<file path="src/rtl/gpio_ex_if.sv">
// Request/response bus between a bus master and the gpio_ex slave.
// Signal names carry the slave-side direction suffix.
//   addr_i      register address (bits [4:2] decoded by the slave)
//   data_i      write data
//   sel_i       byte enables for writes
//   we_i        1=write, 0=read
//   req_valid_i request valid
//   req_ready_o request accepted when req_valid_i & req_ready_o
//   rsp_valid_o response valid
//   rsp_ready_i response consumed when rsp_valid_o & rsp_ready_i
//   data_o      read data, stable while rsp_valid_o=1
interface gpio_ex_if;
    logic [31:0] addr_i;
    logic [31:0] data_i;
    logic [3:0]  sel_i;
    logic        we_i;
    logic        req_valid_i;
    logic        req_ready_o;
    logic        rsp_valid_o;
    logic        rsp_ready_i;
    logic [31:0] data_o;

    modport master (
        output addr_i, data_i, sel_i, we_i, req_valid_i, rsp_ready_i,
        input  req_ready_o, rsp_valid_o, data_o
    );

    modport slave (
        input  addr_i, data_i, sel_i, we_i, req_valid_i, rsp_ready_i,
        output req_ready_o, rsp_valid_o, data_o
    );
endinterface

</file>
<file path="src/rtl/gpio_ex.sv">
// GPIO peripheral with GPIO_NUM pins (input / push-pull / open-drain), synchronised
// inputs and per-pin selectable edge interrupts OR-ed onto one level interrupt.
// Ports:
//   clk, rst_n   system clock, asynchronous active-low reset
//   bus          request/response register port (slave side)
//   io_pin_i     raw pin levels
//   io_out_o     pin drive value
//   io_oe_o      pin output enable (tristate buffer lives outside)
//   int_sig_o    registered |(INT_PEND & INT_EN)
//
// Response FSM
//   state  | meaning
//   S_IDLE | no response outstanding
//   S_RESP | response valid, waiting for rsp_ready_i
module gpio_ex #(
    parameter int GPIO_NUM    = 16,
    parameter int SYNC_STAGES = 2
) (
    input  logic                clk,
    input  logic                rst_n,
    gpio_ex_if.slave            bus,
    input  logic [GPIO_NUM-1:0] io_pin_i,
    output logic [GPIO_NUM-1:0] io_out_o,
    output logic [GPIO_NUM-1:0] io_oe_o,
    output logic                int_sig_o
);

    typedef enum logic {S_IDLE, S_RESP} state_t;

    localparam logic [2:0] A_CTRL     = 3'd0;
    localparam logic [2:0] A_DATA     = 3'd1;
    localparam logic [2:0] A_INT_EN   = 3'd2;
    localparam logic [2:0] A_INT_TYPE = 3'd3;
    localparam logic [2:0] A_INT_PEND = 3'd4;

    state_t                  state_q, state_d;
    logic [2*GPIO_NUM-1:0]   ctrl;
    logic [GPIO_NUM-1:0]     dout;
    logic [GPIO_NUM-1:0]     int_en;
    logic [GPIO_NUM-1:0]     int_type;
    logic [GPIO_NUM-1:0]     int_pend;
    logic [GPIO_NUM-1:0]     sync_ff [SYNC_STAGES];
    logic [GPIO_NUM-1:0]     sync;
    logic [GPIO_NUM-1:0]     prev;
    logic [GPIO_NUM-1:0]     rise, fall, pend_set, pend_clr;
    logic [31:0]             wmask, wr_val, wr_keep, rd_data;
    logic [2:0]              reg_sel;
    logic                    accept, wr_en;
    logic                    unused_addr;

    assign reg_sel     = bus.addr_i[4:2];
    assign unused_addr = ^{bus.addr_i[31:5], bus.addr_i[1:0]};

    // ---------------- handshake ----------------
    assign bus.rsp_valid_o = (state_q == S_RESP);
    assign bus.req_ready_o = (state_q == S_IDLE) | bus.rsp_ready_i;
    assign accept          = bus.req_valid_i & bus.req_ready_o;
    assign wr_en           = accept & bus.we_i;

    always_ff @(posedge clk or negedge rst_n) begin
        if (!rst_n) begin
            state_q <= S_IDLE;
        end else begin
            state_q <= state_d;
        end
    end

    always_comb begin
        state_d = state_q;
        if (accept) begin
            state_d = S_RESP;
        end else if (state_q == S_RESP && bus.rsp_ready_i) begin
            state_d = S_IDLE;
        end
    end

    // Read data is captured on acceptance and held for the whole response.
    always_ff @(posedge clk or negedge rst_n) begin
        if (!rst_n) begin
            bus.data_o <= '0;
        end else if (accept) begin
            bus.data_o <= bus.we_i ? 32'd0 : rd_data;
        end
    end

    always_comb begin
        rd_data = '0;
        case (reg_sel)
            A_CTRL:     rd_data[2*GPIO_NUM-1:0] = ctrl;
            A_DATA:     rd_data[GPIO_NUM-1:0]   = sync;
            A_INT_EN:   rd_data[GPIO_NUM-1:0]   = int_en;
            A_INT_TYPE: rd_data[GPIO_NUM-1:0]   = int_type;
            A_INT_PEND: rd_data[GPIO_NUM-1:0]   = int_pend;
            default:    rd_data = '0;
        endcase
    end

    // ---------------- register file ----------------
    assign wmask   = {{8{bus.sel_i[3]}}, {8{bus.sel_i[2]}}, {8{bus.sel_i[1]}}, {8{bus.sel_i[0]}}};
    assign wr_val  = bus.data_i & wmask;
    assign wr_keep = ~wmask;

    always_ff @(posedge clk or negedge rst_n) begin
        if (!rst_n) begin
            ctrl     <= '0;
            dout     <= '0;
            int_en   <= '0;
            int_type <= '0;
        end else if (wr_en) begin
            case (reg_sel)
                A_CTRL:     ctrl     <= (ctrl & wr_keep[2*GPIO_NUM-1:0]) | wr_val[2*GPIO_NUM-1:0];
                A_DATA:     dout     <= (dout & wr_keep[GPIO_NUM-1:0]) | wr_val[GPIO_NUM-1:0];
                A_INT_EN:   int_en   <= (int_en & wr_keep[GPIO_NUM-1:0]) | wr_val[GPIO_NUM-1:0];
                A_INT_TYPE: int_type <= (int_type & wr_keep[GPIO_NUM-1:0]) | wr_val[GPIO_NUM-1:0];
                default: ;
            endcase
        end
    end

    // ---------------- pin drive ----------------
    always_comb begin
        io_oe_o  = '0;
        io_out_o = '0;
        for (int i = 0; i < GPIO_NUM; i++) begin
            case (ctrl[2*i +: 2])
                2'b01: begin
                    io_oe_o[i]  = 1'b1;
                    io_out_o[i] = dout[i];
                end
                2'b10:   io_oe_o[i] = ~dout[i];  // open-drain: only ever pull low
                default: ;
            endcase
        end
    end

    // ---------------- input synchroniser and edge detect ----------------
    always_ff @(posedge clk or negedge rst_n) begin
        if (!rst_n) begin
            for (int s = 0; s < SYNC_STAGES; s++) begin
                sync_ff[s] <= '0;
            end
            prev <= '0;
        end else begin
            sync_ff[0] <= io_pin_i;
            for (int s = 1; s < SYNC_STAGES; s++) begin
                sync_ff[s] <= sync_ff[s-1];
            end
            prev <= sync;
        end
    end

    assign sync = sync_ff[SYNC_STAGES-1];
    assign rise = sync & ~prev;
    assign fall = ~sync & prev;

    // ---------------- interrupts ----------------
    assign pend_set = ((int_type & fall) | (~int_type & rise)) & int_en;
    assign pend_clr = (wr_en && reg_sel == A_INT_PEND) ? wr_val[GPIO_NUM-1:0] : '0;

    // A new edge wins over a simultaneous write-1-to-clear so no event is lost.
    always_ff @(posedge clk or negedge rst_n) begin
        if (!rst_n) begin
            int_pend  <= '0;
            int_sig_o <= 1'b0;
        end else begin
            int_pend  <= (int_pend & ~pend_clr) | pend_set;
            int_sig_o <= |(int_pend & int_en);
        end
    end

endmodule
</file>
<file path="src/flat_wrapper.sv">
// flat-port wrapper written by rule: the top's interface ports become plain ports
module gpio_ex_flat 
#(
    parameter int GPIO_NUM    = 16,
    parameter int SYNC_STAGES = 2
)
  (clk, rst_n, io_pin_i, io_out_o, io_oe_o, int_sig_o, bus_addr_i, bus_data_i, bus_sel_i, bus_we_i, bus_req_valid_i, bus_rsp_ready_i, bus_req_ready_o, bus_rsp_valid_o, bus_data_o);
  gpio_ex_if bus_i ();
  input  logic clk;
  input  logic rst_n;
  input  logic [GPIO_NUM-1:0] io_pin_i;
  output logic [GPIO_NUM-1:0] io_out_o;
  output logic [GPIO_NUM-1:0] io_oe_o;
  output logic int_sig_o;
  input wire logic [$bits(bus_i.addr_i)-1:0] bus_addr_i;
  input wire logic [$bits(bus_i.data_i)-1:0] bus_data_i;
  input wire logic [$bits(bus_i.sel_i)-1:0] bus_sel_i;
  input wire logic [$bits(bus_i.we_i)-1:0] bus_we_i;
  input wire logic [$bits(bus_i.req_valid_i)-1:0] bus_req_valid_i;
  input wire logic [$bits(bus_i.rsp_ready_i)-1:0] bus_rsp_ready_i;
  output wire logic [$bits(bus_i.req_ready_o)-1:0] bus_req_ready_o;
  output wire logic [$bits(bus_i.rsp_valid_o)-1:0] bus_rsp_valid_o;
  output wire logic [$bits(bus_i.data_o)-1:0] bus_data_o;
  assign bus_i.addr_i = bus_addr_i;
  assign bus_i.data_i = bus_data_i;
  assign bus_i.sel_i = bus_sel_i;
  assign bus_i.we_i = bus_we_i;
  assign bus_i.req_valid_i = bus_req_valid_i;
  assign bus_i.rsp_ready_i = bus_rsp_ready_i;
  assign bus_req_ready_o = bus_i.req_ready_o;
  assign bus_rsp_valid_o = bus_i.rsp_valid_o;
  assign bus_data_o = bus_i.data_o;
  gpio_ex #(.GPIO_NUM(GPIO_NUM), .SYNC_STAGES(SYNC_STAGES)) u_core (.clk(clk), .rst_n(rst_n), .bus(bus_i), .io_pin_i(io_pin_i), .io_out_o(io_out_o), .io_oe_o(io_oe_o), .int_sig_o(int_sig_o));
endmodule
</file>
<file path="config.mk">
export PLATFORM = sky130hd
export DESIGN_NAME = gpio_ex_flat
export DESIGN_NICKNAME = d
export VERILOG_FILES = /design/src/rtl/gpio_ex_if.sv /design/src/rtl/gpio_ex.sv /design/src/flat_wrapper.sv
export SDC_FILE = /design/constraint.sdc
export NUM_CORES = 1
export LEC_CHECK = 0
export ABC_CLOCK_PERIOD_IN_PS = 2900
export CORE_UTILIZATION = 40
export DETAILED_ROUTE_END_ITERATION = 6
export SLEW_MARGIN = 20
export SYNTH_ARGS = -nofsm -noshare
export SYNTH_HDL_FRONTEND = slang
export SYNTH_SLANG_ARGS = --single-unit
</file>
<file path="constraint.sdc">
create_clock -name clk -period 2.9 [get_ports clk]
set_clock_uncertainty 0.2 [all_clocks]
set_input_delay 0.58 -clock clk [delete_from_list [all_inputs] [get_ports clk]]
set_output_delay 0.58 -clock clk [all_outputs]
set_load 0.02 [all_outputs]
</file>
[After elaboration in Yosys (flattened, before gate mapping)]
Cells that the tools add are included.
Operators by class
  add/sub/neg operators: 0
  multipliers: 0
  div/mod/pow operators: 0
  $lt $le $gt $ge: 0
  equal/unequal tests: 36
  shifts and indexed selects: 0
  muxes and demuxes: 38
  bitwise operators: 43
  reduce and logical (&&, ||, !) cells: 9
Operators by type and width (number)
  $and 16x16->16: 10
  $or 16x16->16: 5
  $pmux 16 s5: 1
  $and 32x32->32: 2
  $not 16->16: 4
  $eq 2x1->1 const B: 16
  $eq 2x2->1 const B: 16
  $mux 16: 2
  $mux 32: 1
  $not 32->32: 1
  $or 32x32->32: 1
  $pmux 1 s2: 16
  $mux 1: 18
  $not 1->1: 17
  $reduce_or 16->1: 1
  $reduce_and 2->1: 4
  $eq 3x2->1 const B: 2
  $eq 3x1->1 const B: 1
  $eq 3x3->1 const B: 1
  $logic_not 3->1: 1
  $and 1x1->1: 2
  $logic_and 1x1->1: 2
  $reduce_bool 2->1: 1
  $or 1x1->1: 1
Storage, ports and cells
  register bits: 178
  bits in latches: 0
  RAM bits: 0
  memory bits (read-only): 0
  input port bits: 89
  output and inout port bits: 67
  logic and storage cells: 137
  memories kept: 0

[Logic depth before layout (Yosys ltp)]
Gate-level depths: netlist of run 1.
  depth after elaboration: 9
  depth in mapped cells: 7
  depth with buffers taken out: 5

[Least setup slack after synthesis of run 1]
No wires, ideal clock.
  kind: input to register
  start: input port bus_addr_i[4]
  end: register (tool-made name)
  setup time: 125 ps
  arrival time: 1838 ps
  data required time: 2575 ps
  path slack: 737 ps
  cell stages on the path: 5
  buffers on the path: 1
  path through: buf_2 > or3_1 > nor3_4 > nand3_2 > mux2_2
RTL lines
  start, declared: RTL line flat_wrapper.sv:15  | input wire logic [$bits(bus_i.addr_i)-1:0] bus_addr_i;

[Final worst setup path of run 1]
  start: input port bus_rsp_ready_i
  end: output port bus_req_ready_o
On the way
  word-level cells in the longest chain between the ends: 1
Ends and longest elaborated chain
  start, declared: RTL line flat_wrapper.sv:20  | input wire logic [$bits(bus_i.rsp_ready_i)-1:0] bus_rsp_ready_i;
  $or 1x1->1: RTL line gpio_ex.sv:56  | assign bus.req_ready_o = (state_q == S_IDLE) | bus.rsp_ready_i;
  end, declared: RTL line flat_wrapper.sv:21  | output wire logic [$bits(bus_i.req_ready_o)-1:0] bus_req_ready_o;
Every way passes these cells.

==> results.toml, run 1 <==
[route]
wl_per_cell_um = 18.53
ant_nets = 0
vias_per_cell = 5.261
remaining_drc_errors = 0
dr.pass1.iters = 5
vias = 5624
postRouteWirelength_mm = 19.81
drt_iter0_drc = 320

[cells_and_area]
area_growth_pct = 29.70
seq_area_mm2 = 0.004454
fillCellCount = 1619
postLayoutCoreUtil_pct = 53.68
drive_gt1_share_pct = 20.64
mostFrequentLayoutCells = "dfrtp_1 (178), clkdlybuf4s50_1 (125), mux2_2 (96), nand2_1 (54), a22o_1 (52)"
n_antenna_cell = 0
layout.nets = 917
final_common_cell = "dfrtp_1"
multi_input_area_mm2 = 0.003114

[clocking]
clock_path_buffers = 2
cts_buffers = 17
cts_tree = "done"
clock_sinks = 178
clk_latency_ns = 0.43
htree_levels = 4
clkTransAtPathRegs_ns = 0.07
root_buffer = "clkbuf_16"
ctsResizeCount = 0

[grt]
grt_remaining_overflow = 0
antenna_found_initial = 0
grt_use_total_pct = 20.67
grt_pass1_vias = 5795
grt_first_pass_wirelength_mm = 31.53
grt_max_degree = 54

[status]
status = "complete, no violations"

[setup_path]
cp.required_ns = 2.12
worst_setup_path_start_kind = "primary input"
worstPathMaxFanout = 5
crit_type = "in -> out"
crit_arrival_ns = 1.99
critPathCaptureType = "output pin"

[sta]
worst_pin_slew_ns = 0.6269
rsz0062_at_grt = "no"
holdWs_ns = 0.1487
period_minus_slack_ns = 2.769
post-route-period-util_pct = 95.47
tns_ns = 0
slew-limit-headroom_pct = 58.16
setup_viol = 0
fmax_mhz = 361.2
drv_slew = 0
hold_viol_final = 0

[logic_synthesis]
yosys-top-cells-area = "dfrtp_1 (57%), mux2_2 (14%), a22o_1 (5.8%)"
synth_seq_area_share_pct = 56.78
ys_types = 29
syn_area_per_cell_um2 = 12.22
synth_area_leader_cell = "dfrtp_1"
ys_seq_elements = 178
yosysTopAreaCellShare_pct = 56.78
netlist_instances = 642
synth_nets = 763
netlist_area_mm2 = 0.007845
synth_warnings = 0

[pwr]
total_power_uw = 6689
peakVddDrop_mv = 0.4240
power_density_mw_per_mm2 = 657.4
power_leakage_uw = 0.004558

[die]
rows = 50
die_w_um = 142.0
fp.coreArea_mm2 = 0.01896
ios = 156
fp.dieH_um = 142.0
start_util_pct = 41.39
dieArea_mm2 = 0.02018

[run]
maxCapViolCount = 0

[placed_design]
dp_hpwl_mm = 14.13
io_buffer_count = 126
globalplace.congestion = 0.8497

[hold_path]
holdCritPathClass = "reg -> reg"
Yosys cell counts (all sizes together):
cell	n
a32oi	14
nor4	2
or3	3
and2	16
o22ai	1
o21ai	31
nor4b	1
nand3	4
nor2	34
nor3	2
a221oi	4
a22oi	17
dfrtp	178
a211oi	1
nor2b	5
buf	10
a22o	52
nand4	5
nor3b	1
ha	32
a21oi	17
mux2	96
clkbuf	10
inv	51
nand2	54
or2	1
path summary, 6_finish.rpt:
kind / startpoint / end / slack (ns) / cells past startpoint
max: bus_rsp_ready_i / bus_req_ready_o / 0.13 / 4
min reg2reg: u_core.sync_ff[26] / u_core.sync[10] / 0.15 / 0
min: u_core.sync_ff[26] / u_core.sync[10] / 0.15 / 0
min in group asynchronous: rst_n / u_core.bus.data_o[25] / 0.47 / 2
max in group asynchronous: rst_n / async pin / 1.36 / 3
max reg2reg: u_core.bus.rsp_valid_o / u_core.bus.data_o[2] / 0.73 / 7
critical path, stage by stage:
cell	delay, ns
clkdlybuf4s50_1	0.47
nor2b_4	0.25
inv_1	0.13
clkdlybuf4s50_1	0.56
power by group:
part	internal [uW]	switching [uW]	total (uW)
clock	1280	1010	2290
combinational	660	575	1230
sequential	2830	334	3160
total	4770	1920	6690
through the flow:
step | instance area (um2) | worst slack, ns | cells
2_1_floorplan | 7845 | 0.7372 | 642
3_3_place_gp | 9583 | 0.09786 | 1036
3_5_place_dp | 9583 | 0.07824 | 1036
4_1_cts | 10170 | 0.1275 | 1069
5_1_grt | 10170 | 0.08520 | 1069
6_report | 10170 | 0.1313 | 1069
what timing repair did:
action                                 4_1_cts  5_1_grt
endpoints found under the hold margin       48        0
setup buffers                                0        0
hold buffers                                 1        0
cell type report:
type                       count  area share [%]
tap                          260           3.197
clock inverter                14           1.500
multi-input combinational    393           30.61
timing repair buffer         155           14.82
clock buffer                  18           4.218
inverter                      51           1.881
sequential                   178           43.78
per-layer routing:
metal	GRT usage (%)	wire length, um	up-vias	part of all wire (%)
met2	34.08	9532	209	48
li1	-	-	2585	-
met4	7.187	329	0	1.7
met5	0	0	-	0
met3	4.475	1183	28	6.0
met1	26.89	8761	2802	44
cell families (layout without fill, tap and decap cells):
family          after synthesis  after routing  share of synthesized area (%)
compound gates              137            137                          12.74
simple gates                128            128                          8.070
flops                       178            178                          56.78
buf+inv                      71            238                          3.525
mux                          96             96                          13.78
fa+ha+maj                    32             32                          5.104
No activity file was read; power rests on OpenSTA's default activity.
==> run 2, diff against run 1 <==
Settings changed: CORE_MARGIN from default to 3.
==> run 2 against run 1 <==
Hold slack barely moved. Critical path type unchanged. First-iteration DRC count fell by 0.63%. Via count hardly changed. Non-clock buffer count up 6. Critical endpoint unchanged.
==> results.toml, run 2 (synthesis gave the netlist of run 1 again) <==
[grt]
grt_use_total_pct = 19.29
antenna_found_initial = 0
grt_max_degree = 63
grt_first_pass_wirelength_mm = 32.66
grt_pass1_vias = 5860
grt_remaining_overflow = 0

[setup_path]
cpMostUsedCell = "clkdlybuf4s50_1"
regToRegStartpoint = "u_core.bus.rsp_valid_o"
worstPathMaxFanout = 5
path_cells = "clkdlybuf4s50_1 > nor2b_4 > inv_1 > clkdlybuf4s50_1"
worst_setup_path_start_kind = "primary input"
r2r_cells = 7
reg2reg_slack_ns = 0.74
cpPeakStageDelay_ns = 0.56
crit-reg2reg-capture = "u_core.bus.data_o[2]"
cp.required_ns = 2.12
cp_slowest_cell = "clkdlybuf4s50_1"
crit_type = "in -> out"
critPathCaptureType = "output pin"
crit_arrival_ns = 1.97

[sta]
setup_viol = 0
drv_slew = 0
hold_viol_final = 0
post-route-period-util_pct = 94.90
tns_ns = 0
slew-limit-headroom_pct = 49.88
period_minus_slack_ns = 2.752
fmax_mhz = 363.4
worst_pin_slew_ns = 0.7503
holdWs_ns = 0.1488
rsz0062_at_grt = "no"

[cells_and_area]
area_growth_pct = 30.61
postLayoutCoreUtil_pct = 54.05
final_cells = 1075
mostFrequentLayoutCells = "dfrtp_1 (178), clkdlybuf4s50_1 (125), mux2_2 (96), nand2_1 (54), a22o_1 (52)"
final_common_cell = "dfrtp_1"
n_antenna_cell = 0
fillCellCount = 1614
drive_gt1_share_pct = 21.35
layout.nets = 923

[pwr]
power_leakage_uw = 0.004593
peakVddDrop_mv = 0.4561
power_density_mw_per_mm2 = 660.4

[clocking]
htree_levels = 4
clock_sinks = 178
ctsResizeCount = 0
root_buffer = "clkbuf_16"
clock_path_buffers = 2
clk_latency_ns = 0.42
cts_tree = "done"
clkTransAtPathRegs_ns = 0.07
cts_buffers = 17

[placed_design]
dp_cells = 1042
globalplace.congestion = 0.8210
dp_hpwl_mm = 14.42
io_buffer_count = 126

[status]
status = "complete, no violations"

[route]
dr.pass1.iters = 5
postRouteWirelength_mm = 20.24
vias = 5628
drt_iter0_drc = 318
vias_per_cell = 5.235
ant_nets = 0
wl_per_cell_um = 18.83
remaining_drc_errors = 0

[hold_path]
min_from = "u_core.sync_ff[17]"
min_path_cells = 0
min_to = "u_core.sync[1]"
holdCritPathClass = "reg -> reg"

[run]
maxCapViolCount = 0

[die]
ios = 156
fp.coreArea_mm2 = 0.01896
dieArea_mm2 = 0.02133
fp.dieH_um = 146.0
die_w_um = 146.0
rows = 50
start_util_pct = 41.39
run 2: cell types whose count changed in the layout (fill, tap and decap cells not counted):
cell and delta:
buf_4 +6, bufinv_16 +1, clkbuf_1 -1, clkinv_2 -1
clkinv_4 +1, clkinvlp_4 +1, inv_8 -1
run 2: where the power goes:
group / total [uW] / switching (uW) / internal, uW
combinational: 1240 / 578 / 662
clock: 2370 / 1010 / 1370
sequential: 3150 / 325 / 2830
run 2: area by class of cell:
cell class                      count  area, um2  area share (%)
Timing Repair Buffer              161       1553           15.15
Tap cell                          260      325.3           3.175
Sequential cell                   178       4454           43.47
Clock buffer                       17      425.4           4.152
Inverter                           51      191.4           1.868
Clock inverter                     15      182.7           1.783
Multi-Input combinational cell    393       3114           30.39
run 2: per-stage QoR:
step	worst slack [ns]	power, uW	cell area, um2
2_1_floorplan	0.7372	3834	7845
3_3_place_gp	0.07040	4379	9628
3_5_place_dp	0.04222	4438	9628
4_1_cts	0.1309	6838	10250
6_report	0.1479	6767	10250
5_1_grt	0.07184	7125	10250
run 2: critical path, delay by kind of cell:
family                 cells  cell delay (ns)
buffers and inverters      3             1.15
and+or+nand+nor            1             0.24
run 2: worst max path at each step:
stage | startpoint | endpoint | slack (ns) | cells past startpoint
after floorplan | bus_addr_i[4] | flop | 0.74 | 5
after global placement | bus_addr_i[3] | flop | 0.07 | 6
after detailed placement | bus_addr_i[2] | flop | 0.04 | 5
after CTS | bus_rsp_ready_i | bus_req_ready_o | 0.13 | 4
after global routing | flop | io_oe_o[1] | 0.07 | 4
final | bus_rsp_ready_i | bus_req_ready_o | 0.15 | 4
run 2: repair_timing:
action                                 CTS  global route
setup buffers                            0             0
endpoints found under the hold margin   57             0
hold buffers                             1             0
run 2: metal layers:
metal | part of all wire (%) | track usage (%) | vias to the layer above | wire (um)
li1 | - | - | 2606 | -
met1 | 47 | 26.71 | 2815 | 9532
met2 | 46 | 30.70 | 182 | 9286
met3 | 5.1 | 3.880 | 25 | 1025
met4 | 2.0 | 6.256 | 0 | 400
met5 | 0 | 0 | - | 0
